==> src/rtl/event_pkt_pkg.sv <==
// ---------------------------------------------------------------------------
// event_pkt_pkg
// Shared constants, record layout, FSM encoding and helper functions for the
// event packetizer.
// Optional feature macro: EVENT_PKT_SYNC_BYTE_EN. When it is defined, the
// serializer has a SYNC state that prefixes every packet with SYNC_BYTE.
// ---------------------------------------------------------------------------
package event_pkt_pkg;

  localparam logic [1:0] EVT_NONE  = 2'd0;
  localparam logic [7:0] SYNC_BYTE = 8'hA5;

  localparam int TS_W   = 16;
  localparam int CNT_W  = 6;
  localparam int CODE_W = 2;
  localparam int REC_W  = CODE_W + CNT_W + TS_W;  // 24

  // Record layout: {code, cnt, ts}, with ts in the least significant bits.
  localparam int REC_TS_LSB   = 0;
  localparam int REC_CNT_LSB  = REC_TS_LSB + TS_W;
  localparam int REC_CODE_LSB = REC_CNT_LSB + CNT_W;

  localparam logic [CNT_W-1:0] CNT_MAX = {CNT_W{1'b1}};

`ifdef EVENT_PKT_SYNC_BYTE_EN
  typedef enum logic [2:0] {
    ST_IDLE = 3'd0,
    ST_B0   = 3'd1,
    ST_B1   = 3'd2,
    ST_B2   = 3'd3,
    ST_SYNC = 3'd4
  } pkt_state_t;
`else
  typedef enum logic [2:0] {
    ST_IDLE = 3'd0,
    ST_B0   = 3'd1,
    ST_B1   = 3'd2,
    ST_B2   = 3'd3
  } pkt_state_t;
`endif

  // Saturating increment of the spike counter.
  function automatic logic [CNT_W-1:0] sat_cnt_inc(input logic [CNT_W-1:0] cnt,
                                                   input logic             inc);
    logic [CNT_W-1:0] res;
    if (inc && (cnt != CNT_MAX)) begin
      res = cnt + {{(CNT_W-1){1'b0}}, 1'b1};
    end else begin
      res = cnt;
    end
    return res;
  endfunction

  // Pack one event record.
  function automatic logic [REC_W-1:0] pack_rec(input logic [CODE_W-1:0] code,
                                                input logic [CNT_W-1:0]  cnt,
                                                input logic [TS_W-1:0]   ts);
    return {code, cnt, ts};
  endfunction

endpackage

==> src/rtl/event_fifo.sv <==
// ---------------------------------------------------------------------------
// event_fifo
// A synchronous FIFO whose read data is registered on pop. The dout register
// holds the last popped word until the next pop, so the consumer can use it
// as a holding register.
// Ports:
//   clk, rst       clock, synchronous active-high reset (empties the FIFO)
//   push, din      write request and data (ignored when full)
//   pop, dout      read request (ignored when empty) and registered read data
//   full, empty    status, taken from the current pointers
//   level          number of stored words
// ---------------------------------------------------------------------------
module event_fifo #(
  parameter int WIDTH = 24,
  parameter int DEPTH = 8
) (
  input  logic                       clk,
  input  logic                       rst,
  input  logic                       push,
  input  logic                       pop,
  input  logic [WIDTH-1:0]           din,
  output logic [WIDTH-1:0]           dout,
  output logic                       full,
  output logic                       empty,
  output logic [$clog2(DEPTH):0]     level
);

  localparam int AW = $clog2(DEPTH);

  logic [AW:0]      wr_ptr_q, wr_ptr_d;
  logic [AW:0]      rd_ptr_q, rd_ptr_d;
  logic [WIDTH-1:0] dout_q, dout_d;
  logic [WIDTH-1:0] mem_q [DEPTH];
  logic             do_push_s, do_pop_s;

  // Pointers carry one extra wrap bit: equal indices with differing wrap bits means full.
  assign full  = (wr_ptr_q[AW] != rd_ptr_q[AW]) && (wr_ptr_q[AW-1:0] == rd_ptr_q[AW-1:0]);
  assign empty = (wr_ptr_q == rd_ptr_q);
  assign level = wr_ptr_q - rd_ptr_q;
  assign dout  = dout_q;

  // Next-state computation for the pointers and the read register.
  always_comb begin
    do_push_s = push && !full;
    do_pop_s  = pop && !empty;
    wr_ptr_d  = wr_ptr_q;
    rd_ptr_d  = rd_ptr_q;
    dout_d    = dout_q;
    if (do_push_s) begin
      wr_ptr_d = wr_ptr_q + {{AW{1'b0}}, 1'b1};
    end else begin
      wr_ptr_d = wr_ptr_q;
    end
    if (do_pop_s) begin
      rd_ptr_d = rd_ptr_q + {{AW{1'b0}}, 1'b1};
      dout_d   = mem_q[rd_ptr_q[AW-1:0]];
    end else begin
      rd_ptr_d = rd_ptr_q;
      dout_d   = dout_q;
    end
  end

  // Pointer and read-data registers.
  always_ff @(posedge clk) begin
    if (rst) begin
      wr_ptr_q <= {(AW+1){1'b0}};
      rd_ptr_q <= {(AW+1){1'b0}};
      dout_q   <= {WIDTH{1'b0}};
    end else begin
      wr_ptr_q <= wr_ptr_d;
      rd_ptr_q <= rd_ptr_d;
      dout_q   <= dout_d;
    end
  end

  // Storage array; contents are don't-care until written, so no reset is applied.
  always_ff @(posedge clk) begin
    if (do_push_s) begin
      mem_q[wr_ptr_q[AW-1:0]] <= din;
    end
  end

endmodule

==> src/rtl/event_packetizer.sv <==
// ---------------------------------------------------------------------------
// event_packetizer
// Timestamps each new classifier event with a free-running counter and a
// saturating spike count, then buffers the record in a FIFO. It serializes
// the record as a byte stream over a valid/ready handshake:
//   {code, cnt}, ts[15:8], ts[7:0]
// Optional feature macro: EVENT_PKT_SYNC_BYTE_EN. When it is defined, 0xA5 is
// sent before the first byte of every packet.
// Ports:
//   clk, rst     clock, synchronous active-high reset (aborts any packet)
//   spike_in     spike strobe, counted per cycle
//   event_in     class code; 0 means no event
//   out_data     serialized byte, out_valid qualifies it, out_ready accepts it
//   fifo_level   records waiting (excludes the record being serialized)
//   overflow     sticky flag, set when a record is dropped because the FIFO is full
// ---------------------------------------------------------------------------
module event_packetizer
  import event_pkt_pkg::*;
#(
  parameter int FIFO_DEPTH = 8
) (
  input  logic                          clk,
  input  logic                          rst,
  input  logic                          spike_in,
  input  logic [1:0]                    event_in,
  output logic [7:0]                    out_data,
  output logic                          out_valid,
  input  logic                          out_ready,
  output logic [$clog2(FIFO_DEPTH):0]   fifo_level,
  output logic                          overflow
);

`ifdef EVENT_PKT_SYNC_BYTE_EN
  localparam pkt_state_t FIRST_ST = ST_SYNC;
`else
  localparam pkt_state_t FIRST_ST = ST_B0;
`endif

  logic [TS_W-1:0]   ts_q, ts_d;
  logic [CNT_W-1:0]  sc_q, sc_d;
  logic [1:0]        event_q, event_d;
  logic              overflow_q, overflow_d;
  logic              out_valid_q, out_valid_d;
  pkt_state_t        state_q, state_d;

  logic              capture_s, accept_s;
  logic [CNT_W-1:0]  rec_cnt_s;
  logic [REC_W-1:0]  rec_s, hold_rec_s;
  logic              fifo_push_s, fifo_pop_s, fifo_full_s, fifo_empty_s;

  assign overflow  = overflow_q;
  assign out_valid = out_valid_q;

  // Capture logic: timestamp, spike counter, record build and overflow.
  always_comb begin
    ts_d       = ts_q + {{(TS_W-1){1'b0}}, 1'b1};
    event_d    = event_in;
    capture_s  = (event_in != EVT_NONE) && (event_in != event_q);
    // A spike in the capture cycle is counted into that record.
    rec_cnt_s  = sat_cnt_inc(sc_q, spike_in);
    rec_s      = pack_rec(event_in, rec_cnt_s, ts_q);
    // Fullness is taken before any same-cycle pop, so a capture while full is dropped.
    fifo_push_s = capture_s && !fifo_full_s;
    overflow_d  = overflow_q | (capture_s && fifo_full_s);
    if (capture_s) begin
      sc_d = {CNT_W{1'b0}};
    end else begin
      sc_d = rec_cnt_s;
    end
  end

  // Serializer next state; the FIFO read register is the packet holding register.
  always_comb begin
    state_d    = state_q;
    fifo_pop_s = 1'b0;
    accept_s   = out_valid_q && out_ready;
    case (state_q)
      ST_IDLE: begin
        if (!fifo_empty_s) begin
          fifo_pop_s = 1'b1;
          state_d    = FIRST_ST;
        end else begin
          state_d    = ST_IDLE;
        end
      end
`ifdef EVENT_PKT_SYNC_BYTE_EN
      ST_SYNC: begin
        if (accept_s) state_d = ST_B0;
        else          state_d = ST_SYNC;
      end
`endif
      ST_B0: begin
        if (accept_s) state_d = ST_B1;
        else          state_d = ST_B0;
      end
      ST_B1: begin
        if (accept_s) state_d = ST_B2;
        else          state_d = ST_B1;
      end
      ST_B2: begin
        if (accept_s) state_d = ST_IDLE;
        else          state_d = ST_B2;
      end
      default: state_d = ST_IDLE;
    endcase
    out_valid_d = (state_d != ST_IDLE);
  end

  // Byte select from the held record; IDLE drives zero.
  always_comb begin
    out_data = 8'd0;
    case (state_q)
`ifdef EVENT_PKT_SYNC_BYTE_EN
      ST_SYNC: out_data = SYNC_BYTE;
`endif
      ST_B0:   out_data = {hold_rec_s[REC_CODE_LSB +: CODE_W], hold_rec_s[REC_CNT_LSB +: CNT_W]};
      ST_B1:   out_data = hold_rec_s[REC_TS_LSB + 8 +: 8];
      ST_B2:   out_data = hold_rec_s[REC_TS_LSB +: 8];
      default: out_data = 8'd0;
    endcase
  end

  // State registers with synchronous reset.
  always_ff @(posedge clk) begin
    if (rst) begin
      ts_q        <= {TS_W{1'b0}};
      sc_q        <= {CNT_W{1'b0}};
      event_q     <= 2'd0;
      overflow_q  <= 1'b0;
      out_valid_q <= 1'b0;
      state_q     <= ST_IDLE;
    end else begin
      ts_q        <= ts_d;
      sc_q        <= sc_d;
      event_q     <= event_d;
      overflow_q  <= overflow_d;
      out_valid_q <= out_valid_d;
      state_q     <= state_d;
    end
  end

  event_fifo #(
    .WIDTH (REC_W),
    .DEPTH (FIFO_DEPTH)
  ) u_fifo (
    .clk   (clk),
    .rst   (rst),
    .push  (fifo_push_s),
    .pop   (fifo_pop_s),
    .din   (rec_s),
    .dout  (hold_rec_s),
    .full  (fifo_full_s),
    .empty (fifo_empty_s),
    .level (fifo_level)
  );

endmodule

==> config.mk <==
export PLATFORM = sky130hd
export DESIGN_NAME = event_packetizer
export DESIGN_NICKNAME = d
export VERILOG_FILES = /design/src/rtl/event_pkt_pkg.sv /design/src/rtl/event_fifo.sv /design/src/rtl/event_packetizer.sv
export SDC_FILE = /design/constraint.sdc
export NUM_CORES = 1
export LEC_CHECK = 0
export CAP_MARGIN = 20
export CORE_MARGIN = 4
export CORE_UTILIZATION = 55
export DETAILED_ROUTE_END_ITERATION = 12
export PLACE_DENSITY = 0.72
export SYNTH_ARGS = -nofsm -noshare
export SYNTH_HDL_FRONTEND = slang
export SYNTH_SLANG_ARGS = --single-unit
==> constraint.sdc <==
create_clock -name clk -period 8.5 [get_ports clk]
set_input_delay 1.7 -clock clk [delete_from_list [all_inputs] [get_ports clk]]
set_output_delay 1.7 -clock clk [all_outputs]
set_load 0.05 [all_outputs]
==> results.yml, run 1 <==
run_status:
  status: "finished clean"
timing:
  hold_violations: 0
  min_period_over_period_pct: 67.7
  fin_skew_ns: 0.0183
  slew_violations: 0
  max_freq_mhz: 174
  finalSetupViolations: 0
  fin_tns_setup_ns: 0
  worstMarginPinSlew_ns: 0.962
  rsz0062_at_grt: "false"
  relSlewSlack_pct: 35.9
  fin_crit_ns: 5.75
route:
  vias_per_cell: 6.06
  final_antenna_net_count: 0
  dr_total_vias: 5366
  avgRoutedWirePerCell_um: 22.3
  drcViolationCount: 0
  dr.pass1.iters: 7
  drt-initial-drc-count: 375
  wl_um: 19800
cts:
  numCtsBuffers: 25
  cts_resized: 0
  htree_num_levels: 1
  cts.sinks: 252
  path_clk_slew_ns: 0.06
  cts_root_buffer: "clkbuf_16"
  clockBufferDepth: 3
  postCtsSetupBuffers: 0
  clk_latency_ns: 0.53
  hold_buffers: 0
  cts_tree: "done"
floorplanning:
  coreArea_mm2: 0.0180
  die_width_um: 143
  row_count: 49
  initial_core_util_pct: 56.0
  dieArea_mm2: 0.0205
  dieHeight_um: 143
  ios: 20
final_layout:
  syn2layout_area_growth_pct: 12.7
  layout_common_cells: "edfxtp_1 (192), dfxtp_1 (58), nor2_1 (48), mux4_2 (48)"
  layoutNonFillerInstCount: 886
  layout.nets: 652
  diodes: 0
  final_common_cell: "edfxtp_1"
  drive_gt1_share_pct: 21.0
  final_core_util_pct: 63.1
critical_path:
  rrSetupSlack_ns: 4.20
  rr_worst_depth: 7
  cp_data_required_time_ns: 6.80
  crit_arrival_ns: 4.05
  r2r_end: "u_fifo.mem_q[1][0]$_DFFE_PP_"
  worstPathMaxFanout: 26
  worstSetupPathType: "flop to output port"
  cp-start-kind: "flop"
  end_kind: "output port"
  r2r-start: "u_fifo.rd_ptr_q[2]$_SDFFE_PP0P_"
worst_hold_path:
  hold_depth: 1
  hold_class: "flop to flop"
  hold_end: "overflow$_SDFF_PP0_"
  hold_start: "overflow$_SDFF_PP0_"
power:
  p_switching_mw: 1.03
  pwr-share-comb_pct: 24.9
  switching_share_pct: 29.6
  internal_power_mw: 2.45
  p_clk_share_pct: 31.9
  pwr-share-seq_pct: 43.3
  vdd_drop_max_uv: 230
  p_leak_nw: 3.76
  p_per_area_mw_per_mm2: 308
placement:
  dp_hpwl_um: 11200
  dp_cells: 838
  io_buffer_count: 19
  gp_congestion: 0.801
logic_synthesis:
  netlist_area_mm2: 0.0101
  synth_flop_cell: "edfxtp_1"
  ys_warn_count: 0
  async_flop_share_pct: 0
  ys_seq_area_share_pct: 69.3
  syn_inst: 613
  synth_edf_count: 192
  synth_seq_cells: 252
  post_synth.cell_area_avg_um2: 16.4
  synthDistinctLibCells: 47
  syn_nets: 627
run:
  maxCapViolCount: 0
global_route:
  grt_pass1_wl_um: 32100
  track_usage_pct: 20.4
  busiest_layer: "met2"
  antenna_found_initial: 0
  grt_util_met1_pct: 28.9
  overflow: 0
  grt_pass1_vias: 5691
  met2_usage_pct: 34.3
  grt_max_degree: 65
  gr-usage-met3_pct: 2.91
-- critical path, stage by stage (launching register included) --
cell	delay [ns]
dfxtp_1	0.76
clkinv_1	0.97
ha_1	0.65
a21oi_1	0.17
xnor2_1	0.14
clkdlybuf4s50_1	0.83
-- synth_stat cells (2+ instances only) --
| master | n | area share [%] |
|---|---|---|
| xor2_1 | 9 | 0.78 |
| mux4_2 | 48 | 11 |
| nor2_1 | 48 | 1.8 |
| nand2b_1 | 3 | 0.19 |
| a211oi_1 | 10 | 0.75 |
| nor2b_1 | 13 | 0.81 |
| edfxtp_1 | 192 | 57 |
| ha_1 | 7 | 0.87 |
| mux2_2 | 10 | 1.1 |
| a21oi_1 | 34 | 1.7 |
| or3_1 | 2 | 0.12 |
| nand2_1 | 34 | 1.3 |
| clkbuf_1 | 13 | 0.49 |
| a211oi_2 | 17 | 2.1 |
| a22o_1 | 8 | 0.70 |
| buf_2 | 9 | 0.45 |
| nand4_1 | 7 | 0.44 |
| nor4b_1 | 4 | 0.35 |
| inv_1 | 8 | 0.30 |
| o21ai_1 | 5 | 0.25 |
| xnor2_1 | 9 | 0.78 |
| nor4_1 | 2 | 0.12 |
| dfxtp_1 | 60 | 12 |
| buf_1 | 4 | 0.15 |
| buf_4 | 3 | 0.22 |
| and4b_1 | 2 | 0.20 |
| buf_6 | 6 | 0.67 |
| mux2_1 | 5 | 0.56 |
| nand3_1 | 12 | 0.60 |
| and3_1 | 6 | 0.37 |
| o21ai_0 | 3 | 0.15 |
| a31oi_1 | 2 | 0.12 |
| and4_1 | 4 | 0.35 |
-- power groups by stage --
stage / clock network (mW) / logic [mW] / registers (mW)
6_report: 1.11 / 0.867 / 1.51
5_1_grt: 1.18 / 0.946 / 1.52
4_1_cts: 1.13 / 0.866 / 1.51
3_5_place_dp: 0 / 0.856 / 1.54
3_3_place_gp: 0 / 0.841 / 1.53
2_1_floorplan: 0 / 0.694 / 1.51
-- per-layer routing --
layer	vias up	wire, um
met5	-	0
met2	119	9910
met1	2770	8570
met4	0	405
li1	2444	-
met3	33	893
-- registers in the layout, summed over array words and instances (netlist names) --
signal           count
event_q              2
out_valid            1
overflow             1
sc_q                 6
state_q              2
ts_q                16
u_fifo.dout         24
u_fifo.mem_q       192
u_fifo.rd_ptr_q      4
u_fifo.wr_ptr_q      4
-- worst max path at each step --
stage | from | end | slack, ns
6_report | u_fifo.rd_ptr_q[2]$_SDFFE_PP0P_ | fifo_level[3] | 2.75
5_1_grt | u_fifo.rd_ptr_q[2]$_SDFFE_PP0P_ | fifo_level[3] | 2.54
4_1_cts | u_fifo.rd_ptr_q[2]$_SDFFE_PP0P_ | fifo_level[3] | 2.16
3_5_place_dp | u_fifo.rd_ptr_q[2]$_SDFFE_PP0P_ | fifo_level[3] | 2.74
3_3_place_gp | u_fifo.rd_ptr_q[2]$_SDFFE_PP0P_ | fifo_level[3] | 2.82
2_1_floorplan | event_in[1] | u_fifo.mem_q[0][0]$_DFFE_PP_ | 3.18
-- cell type report --
cell class / instances / area, um^2
flip-flops and latches: 252 / 6970
repair buffers: 33 / 305
multi-input cells: 317 / 2890
inverters: 9 / 33.8
fillers: 1281 / 6630
clock buffers: 31 / 668
clock inverters: 15 / 179
well taps: 229 / 287
-- cell families after synthesis --
family / after synthesis / synth area share (%)
XOR/XNOR: 18 / 1.57
adder cells (fa/ha/maj): 8 / 1.07
flip-flops: 252 / 69.3
buffers and inverters: 44 / 2.31
AO/OA/AOI/OAI: 87 / 6.44
AND/OR/NAND/NOR: 140 / 6.81
multiplexers: 64 / 12.5
-- through the flow --
step	power [mW]	instance area, um^2	setup slack (ns)	hold WS, ns
after floorplan	2.20	10100	3.18	0.475
after global placement	2.37	10500	2.82	0.456
after detailed placement	2.39	10500	2.74	0.467
after CTS	3.51	11300	2.16	0.477
after global routing	3.65	11300	2.54	0.509
final	3.49	11300	2.75	0.472
No activity file was read; power rests on OpenSTA's default activity.
==> inputs of run 2 (changes only) <==
Settings changed: PLACE_DENSITY 0.72 to 0.75.
Clock period 8.5 ns to 5.2 ns, I/O delays scaled along.
==> results.yml, run 2 (same netlist as run 1, synthesis figures left out) <==
placement:
  dp_hpwl_um: 12000
  io_buffer_count: 19
  postPlaceCellArea_mm2: 0.0105
  gp_congestion: 0.866
route:
  final_antenna_net_count: 0
  drt-initial-drc-count: 370
  vias_per_cell: 6.09
  wl_um: 20100
  dr_total_vias: 5434
  drcViolationCount: 0
  avgRoutedWirePerCell_um: 22.5
  dr.pass1.iters: 5
timing:
  rsz0062_at_grt: "false"
  fin_crit_ns: 4.18
  min_period_over_period_pct: 80.4
  finalSetupViolations: 0
  hold_violations: 0
  slew_violations: 0
  worstMarginPinSlew_ns: 0.930
  fin_tns_setup_ns: 0
  max_freq_mhz: 239
  hold_ws_ns: 0.470
  relSlewSlack_pct: 38.0
  fin_skew_ns: 0.0177
cts:
  numCtsBuffers: 26
  clockBufferDepth: 3
  clk_latency_ns: 0.53
  postCtsSetupBuffers: 0
  hold_buffers: 0
  cts_tree: "done"
  htree_num_levels: 1
  cts.sinks: 252
  path_clk_slew_ns: 0.06
  cts_resized: 0
  cts_root_buffer: "clkbuf_16"
critical_path:
  r2r-start: "u_fifo.rd_ptr_q[2]$_SDFFE_PP0P_"
  cpMaxStageDelayCell: "clkdlybuf4s50_1"
  crit_start: "state_q[0]$_SDFF_PP0_"
  cp_slowest_stage_delay_ns: 0.82
  rr_worst_depth: 8
  crit_path_cell_trace: "nor2b_1, a22o_1, clkdlybuf4s50_1"
  crit_arrival_ns: 3.14
  cp-start-kind: "flop"
  cp_data_required_time_ns: 4.16
  crit_end: "out_data[3]"
  end_kind: "output port"
  worstPathMaxFanout: 13
  rrSetupSlack_ns: 1.96
  r2r_end: "u_fifo.mem_q[3][8]$_DFFE_PP_"
  worstSetupPathType: "flop to output port"
floorplanning:
  dieArea_mm2: 0.0205
  initial_core_util_pct: 56.0
  ios: 20
  row_count: 49
  coreArea_mm2: 0.0180
  die_width_um: 143
  dieHeight_um: 143
final_layout:
  syn2layout_area_growth_pct: 12.7
  largest_reg_flops: 192
  final_core_util_pct: 63.1
  design_area_mm2: 0.0113
  drive_gt1_share_pct: 20.1
  layout.nets: 657
  layout_common_cells: "edfxtp_1 (192), dfxtp_1 (58), nor2_1 (48), mux4_2 (48)"
  final_common_cell: "edfxtp_1"
  diodes: 0
  fill_cells: 1265
power:
  p_total_mw: 5.62
  vdd_drop_max_uv: 355
  switching_share_pct: 29.6
  p_leak_nw: 3.76
  pwr-share-seq_pct: 43.9
  p_switching_mw: 1.67
  internal_power_mw: 3.96
  p_per_area_mw_per_mm2: 496
  pwr-share-comb_pct: 25.8
  p_clk_share_pct: 30.3
global_route:
  track_usage_pct: 20.3
  antenna_found_initial: 0
  grt_pass1_vias: 5613
  grt_pass1_wl_um: 32000
  grt_max_degree: 53
  overflow: 0
run:
  maxCapViolCount: 0
worst_hold_path:
  hold_class: "flop to flop"
run_status:
  status: "finished clean"
[run 2: worst max-delay path: cells and delay by family, from the launching register on]
| family | cells | cell delay, ns |
|---|---|---|
| and+or+nand+nor | 1 | 0.80 |
| DFF | 1 | 0.70 |
| buffers and inverters | 1 | 0.82 |
| AOI/OAI and AO/OA | 1 | 0.30 |
[run 2: metrics by stage]
| step | cells | setup WS [ns] |
|---|---|---|
| 6_report | 892 | 1.02 |
| 3_3_place_gp | 842 | 1.49 |
| 3_5_place_dp | 842 | 1.32 |
| 2_1_floorplan | 613 | 0.305 |
| 4_1_cts | 890 | 1.06 |
| 5_1_grt | 892 | 0.922 |
[run 2: area by class of cell]
type	instances	area, um^2	share of cell area [%]
sequential	252	6970	61.5
multi-input combinational	317	2890	25.5
clock buffer	38	717	6.33
timing repair buffer	37	360	3.18
tap	229	287	2.53
clock inverter	10	70.1	0.618
inverter	9	33.8	0.298
[run 2: power by group through the flow]
stage                     registers [mW]  logic (mW)  clock network (mW)
after floorplan                     2.46        1.13                   0
after global placement              2.50        1.39                   0
after detailed placement            2.51        1.42                   0
after CTS                           2.47        1.44                1.74
after global routing                2.49        1.57                1.83
final                               2.47        1.45                1.71
[run 2: how the worst min path moves through the flow]
stage | start | endpoint | slack (ns) | cells past startpoint
finish | overflow$_SDFF_PP0_ | overflow$_SDFF_PP0_ | 0.47 | 1
global route | overflow$_SDFF_PP0_ | overflow$_SDFF_PP0_ | 0.50 | 1
CTS | overflow$_SDFF_PP0_ | overflow$_SDFF_PP0_ | 0.48 | 1
detailed placement | overflow$_SDFF_PP0_ | overflow$_SDFF_PP0_ | 0.46 | 1
global placement | overflow$_SDFF_PP0_ | overflow$_SDFF_PP0_ | 0.46 | 1
floorplan | u_fifo.dout[0]$_SDFFE_PP0P_ | u_fifo.dout[0]$_SDFFE_PP0P_ | 0.47 | 2
[run 2: per-layer routing]
layer  vias up  global-route usage, %  part of all wire, %
li1       2450                      -                    -
met1      2780                   27.9                   42
met2       165                   34.6                   51
met3        39                   2.95                  5.5
met4         0                   5.40                  2.3
met5         -                      0                    0
